==> config.mk <==
export PLATFORM = sky130hd
export DESIGN_NAME = wb_queue
export DESIGN_NICKNAME = d
export VERILOG_FILES = /design/src/rtl/wb_queue.sv
export SDC_FILE = /design/constraint.sdc
export NUM_CORES = 1
export LEC_CHECK = 0
export ABC_CLOCK_PERIOD_IN_PS = 2600
export CORE_MARGIN = 2
export CORE_UTILIZATION = 49
export CTS_CLUSTER_SIZE = 40
export DETAILED_ROUTE_END_ITERATION = 10
export GPL_TIMING_DRIVEN = 0
export MAX_ROUTING_LAYER = met4
export PLACE_DENSITY_LB_ADDON = 0.15
export SYNTH_ARGS = -nofsm -noshare
export SYNTH_HDL_FRONTEND = slang
export SYNTH_SLANG_ARGS = --single-unit
==> constraint.sdc <==
create_clock -name clk -period 2.6 [get_ports clk]
set_input_delay 0.52 -clock clk [delete_from_list [all_inputs] [get_ports clk]]
set_output_delay 0.52 -clock clk [all_outputs]
set_load 0.01 [all_outputs]
==> src/rtl/wb_queue.sv <==
// Write-back queue feeding the register file write port: in-order buffering,
// duplicate-PC drop and youngest-match forwarding to two read ports.
module wb_queue #(
  parameter int pw    = 4,
  parameter int DEPTH = 4
) (
  input  logic                       clk,
  input  logic                       reset_n,
  input  logic                       push_valid,
  output logic                       push_ready,
  input  logic [pw:0]                push_addr,
  input  logic [7:0]                 push_data,
  input  logic [11:0]                push_pc,
  input  logic                       hold,
  output logic                       wr_en,
  output logic [pw:0]                wr_addr,
  output logic [7:0]                 dat_out,
  input  logic [pw:0]                rd_addrA,
  input  logic [pw:0]                rd_addrB,
  output logic                       fwdA_hit,
  output logic                       fwdB_hit,
  output logic [7:0]                 fwdA_dat,
  output logic [7:0]                 fwdB_dat,
  output logic [$clog2(DEPTH):0]     count,
  output logic                       empty,
  output logic                       full
);

  localparam int AW = $clog2(DEPTH);
  localparam int CW = AW + 1;

  logic [pw:0]   r_addr [DEPTH];
  logic [7:0]    r_data [DEPTH];
  logic [AW-1:0] r_head;
  logic [AW-1:0] r_tail;
  logic [CW-1:0] r_count;
  logic [11:0]   r_last_pc;
  logic          r_last_pc_vld;

  logic          w_push;
  logic          w_dup;
  logic          w_enq;
  logic          w_pop;
  logic [AW-1:0] w_idx;
  logic          w_hitA;
  logic          w_hitB;
  logic [7:0]    w_datA;
  logic [7:0]    w_datB;

  assign empty      = (r_count == '0);
  assign full       = (r_count == CW'(DEPTH));
  assign count      = r_count;
  assign push_ready = !full && reset_n;
  assign w_push     = push_valid && push_ready;
  assign w_dup      = r_last_pc_vld && (push_pc == r_last_pc);
  assign w_enq      = w_push && !w_dup;
  assign w_pop      = !empty && !hold && reset_n;

  assign wr_en   = w_pop;
  assign wr_addr = r_addr[r_head];
  assign dat_out = r_data[r_head];

  // Walk oldest to youngest so a later match overrides an earlier one.
  always_comb begin
    w_idx  = r_head;
    w_hitA = 1'b0;
    w_hitB = 1'b0;
    w_datA = '0;
    w_datB = '0;
    for (int i = 0; i < DEPTH; i++) begin
      w_idx = r_head + AW'(i);
      if (CW'(i) < r_count) begin
        if (r_addr[w_idx] == rd_addrA) begin
          w_hitA = 1'b1;
          w_datA = r_data[w_idx];
        end
        if (r_addr[w_idx] == rd_addrB) begin
          w_hitB = 1'b1;
          w_datB = r_data[w_idx];
        end
      end
    end
    if (!reset_n) begin
      w_hitA = 1'b0;
      w_hitB = 1'b0;
      w_datA = '0;
      w_datB = '0;
    end
  end

  assign fwdA_hit = w_hitA;
  assign fwdB_hit = w_hitB;
  assign fwdA_dat = w_datA;
  assign fwdB_dat = w_datB;

  always_ff @(posedge clk) begin
    if (!reset_n) begin
      r_head        <= '0;
      r_tail        <= '0;
      r_count       <= '0;
      r_last_pc_vld <= 1'b0;
    end else begin
      if (w_enq) begin
        r_tail        <= r_tail + 1'b1;
        r_last_pc_vld <= 1'b1;
      end
      if (w_pop) begin
        r_head <= r_head + 1'b1;
      end
      r_count <= r_count + CW'(w_enq) - CW'(w_pop);
    end
  end

  // Entry storage and last PC carry no reset; validity comes from the control state.
  always_ff @(posedge clk) begin
    if (w_enq) begin
      r_addr[r_tail] <= push_addr;
      r_data[r_tail] <= push_data;
      r_last_pc      <= push_pc;
    end
  end

endmodule

==> flow_summary_export.csv <==
group,metric,value,unit
yosys,fraction_of_synthesized_area_in_multiplexers,20.9,%
run_status,violations_in_the_final_reports,"setup timing",
power,pwr_dens,701,mW/mm²
sta,period_utilization,129,%
drt,detail_route.first_pass.iterations,4,
drt,wire_length_on_met1,5.71,mm
sta,worst-slew-pin-transition,0.678,ns
drt,vias_per_cell,5.87,
setup_path,crit-reg2reg-launch,"r_last_pc[6]$_DFFE_PP_",
yosys,synthesized_area_fraction_occupied_by_ao_oa_aoi_and_oai_cells,10.2,%
setup_path,critical_path_buf_inv_count,4,
global_route,number_of_antenna_violations_at_the_first_check_in_global_routing,0,
worst_hold_path,hold-path-cell-count,1,
final_layout,area_occupied_by_multi_input_gates,0.00303,mm²
yosys,combinational_family_with_the_most_area_after_synthesis,"multiplexers",
sta,final-hold-violation-count,0,
yosys,mean_post_synth_cell_area,12.9,µm²
power,power.static_leakage,2.22,nW
yosys,synthesis.nets,430,
yosys,distinct_cell_type_count_after_synthesis,38,
clocking,clock_latency,0.36,ns
run_status,run_status,"finished with violations",
final_layout,area_growth_syn_to_layout,34.9,%
sta,post-route-worst-setup-slack,-0.744,ns
place,placement.io_buffers,76,
drt,met2_length,6.00,mm
final_layout,share_of_cells_above_drive_strength_1,36.1,%
setup_path,crit_path_max_fanout,8,
floorplan,core_area,0.00977,mm²
setup_path,worst_r2r_path_depth,10,
setup_path,worstReg2RegEnd,"count[1]$_SDFF_PN0_",
power,power.total,0.00465,W
clocking,clock_path_buffers,2,
yosys,postSynthCellCount,382,
final_layout,commonest_cells_after_routing_fill_and_taps_aside,"edfxtp_1, clkdlybuf4s50_1, mux4_2",
global_route,pin_count_of_the_biggest_net_entering_global_routing,19,
floorplan,overall_die_height,104,µm
yosys,post_synth_and_or_nand_nor_area_fraction,10.5,%
setup_path,cp_slowest_stage_delay,0.56,ns
global_route,grt_pass1_vias,3798,
yosys,synth_sequential_area_ratio,43.1,%
sta,skew,0.0110,ns
clocking,cts_root_buffer,"clkbuf_8",
yosys,yosys.area_share.adder,2.44,%
setup_path,critical_path_class,"reg -> out",
yosys,number_of_storage_elements_in_the_synthesis_netlist,74,
setup_path,crit_chain,"buf_8 -> buf_4 -> mux4_2 -> xnor2_2 -> and4_4 -> a211oi_4 -> buf_6 -> a221oi_1 -> o32ai_2 -> buf_2",
sta,fin_setup_tns,-12.00,ns
clocking,quantity_of_hold_fixing_buffers_added_after_cts,0,
floorplan,initial_utilization,50.3,%
place,gpl.final_weighted_congestion,0.904,
sta,slew_headroom,54.8,%
final_layout,finish.net_count,546,
yosys,synth_enable_flop_cells,64,
sta,finalSetupViolCount,18,
place,pre_cts_slack,-1.07,ns
final_layout,most_common_cell_after_layout_fill_and_taps_aside,"edfxtp_1",
setup_path,r2r_setup_slack,0.16,ns
yosys,synth-main-ff-cell,"edfxtp_1",
setup_path,cpMaxStageDelayCell,"mux4_2",
yosys,synth-async-reset-ratio,0,%
final_layout,layout.filler_cells,723,
worst_hold_path,min-delay-start,"push_pc[3]",
yosys,xor_and_xnor_area_share_after_synthesis,9.97,%
yosys,ys.warnings.count,0,
sta,timing.final.max_slew_violations,0,
clocking,tritoncts_clock_tree,"done",
setup_path,critPathTopFamily,"buffers and inverters",
drt,drcViolationCount,0,
power,irDropWorstVdd,498,µV
drt,drt-wirelength-per-cell,20.3,µm
floorplan,rows,36,
worst_hold_path,worstHoldEndpoint,"r_last_pc[3]$_DFFE_PP_",
global_route,gr-total-overflow,0,
sta,grt_setup_unrepaired,"true",
drt,detailedRoute.firstIterationViolations,290,
setup_path,worstSetupStartpointType,"flop",
final_layout,area_used_by_sequential_logic_in_the_layout,0.00213,mm²
final_layout,n_diodes,0,
run,timing.max_cap.violations,0,
floorplan,chipWidth,104,µm
final_layout,final_util,67.9,%
clocking,path_clk_slew,0.07,ns
drt,dr_wl_met3,895,µm
sta,min_period,3.34,ns
worst_hold_path,timing.hold.worst.class,"in -> reg",
clocking,cts_made_buffers,9,
clocking,cts_max_level,3,
setup_path,critPathRequiredTime,2.08,ns
floorplan,io-pin-count,77,
drt,residual_antenna_violating_net_count_after_detailed_routing,0,
drt,num_vias,3729,
place,dpl.hpwl,9.50,mm
drt,maxUsedRoutingLayer,"met4",
setup_path,endpoint_class_of_the_critical_path,"primary output",
sta,maxClockFrequency,299,MHz
global_route,groute.usage.overall,25.0,%
clocking,cts_num_sinks,74,
drt,route.final.wire_length,12.9,mm
floorplan,die-area,0.0109,mm²
global_route,grt_first_pass_wirelength,20.4,mm
setup_path,cp_data_arrival_time,2.82,ns
yosys,synthesis.area,0.00492,mm²
## registers in the layout, indices dropped and copies added (netlist names), named ones only
name,cells
r_last_pc_vld,1
r_tail,2
r_data,32
r_last_pc,12
count,3
r_addr,20
r_head,2
## where the power goes
group          switching [W]  total, W  internal, W  leakage (nW)
combinational        0.00124   0.00244      0.00121          1.47
sequential         0.0000816   0.00147      0.00139         0.668
clock               0.000402  0.000735     0.000333        0.0823
## kinds of logic after synthesis
kind of cell | after synthesis
buffers and inverters | 30
muxes | 59
DFF | 74
AOI/OAI and AO/OA | 61
xor gates and xnor gates | 56
and+or+nand+nor | 93
adders and majority gates | 9
## final cells by class
type / count / share of cell area [%]
inverters: 8 / 0.490
repair buffers: 107 / 14.4
plain buffers: 19 / 2.39
clock inverters: 6 / 0.528
multi-input cells: 279 / 45.7
clock buffers: 9 / 1.87
flip-flops and latches: 74 / 32.1
well taps: 133 / 2.51
## per-stage QoR
| step | instances | hold WS (ns) | cell area [µm²] |
|---|---|---|---|
| 4_1_cts | 630 | 0.506 | 6510 |
| 5_1_grt | 635 | 0.390 | 6640 |
| 3_3_place_gp | 591 | 0.451 | 5960 |
| 3_5_place_dp | 591 | 0.485 | 5960 |
| 2_1_floorplan | 382 | 0.440 | 5030 |
| 6_report | 635 | 0.392 | 6640 |
## what timing repair did
item / CTS / global route
pin swaps: 26 / 13
resized for setup: 146 / 26
setup endpoints to repair: 25 / 22
setup buffers: 26 / 6
gates cloned: 1 / 0
## how the worst max path moves through the flow
stage	from	end	slack [ns]	depth (start not counted)
final	r_head[0]$_SDFFE_PN0P_	fwdA_dat[4]	-0.74	10
after global routing	r_head[0]$_SDFFE_PN0P_	fwdA_dat[4]	-0.92	10
after CTS	r_head[0]$_SDFFE_PN0P_	fwdB_dat[2]	-0.72	10
after detailed placement	rd_addrB[2]	fwdB_dat[7]	-1.07	7
after global placement	rd_addrB[2]	fwdB_dat[7]	-1.08	7
after floorplan	r_head[0]$_SDFFE_PN0P_	fwdB_dat[7]	-0.17	7
## Yosys cell counts, types with 2 or more instances
master	count	area share [%]
a211oi_1	12	1.8
a211oi_4	2	0.81
a221oi_1	16	2.8
and2_1	14	1.8
buf_1	2	0.15
buf_2	10	1.0
buf_6	2	0.46
clkbuf_1	8	0.61
dfxtp_1	10	4.1
edfxtp_1	64	39
ha_1	8	2.0
inv_1	8	0.61
mux2i_1	25	5.1
mux4_1	3	1.6
mux4_2	31	14
nand2_1	15	1.1
nand2b_1	4	0.51
nand3_1	8	0.81
nand4_1	5	0.64
nor2_1	15	1.1
nor2b_1	21	2.7
nor3_1	2	0.20
nor4_1	4	0.51
o2111ai_1	2	0.36
o211ai_1	8	1.2
o21ai_0	2	0.20
o22ai_1	8	1.0
o32ai_1	8	1.4
or2_2	2	0.25
xnor2_1	33	5.9
xor2_1	23	4.1
## layer usage
layer / GRT usage (%) / vias up
met1: 33.8 / 1820
met3: 5.51 / 27
met5: - / -
li1: - / 1741
met4: 7.92 / 0
met2: 37.9 / 141
No activity file was read; power rests on OpenSTA's default activity.
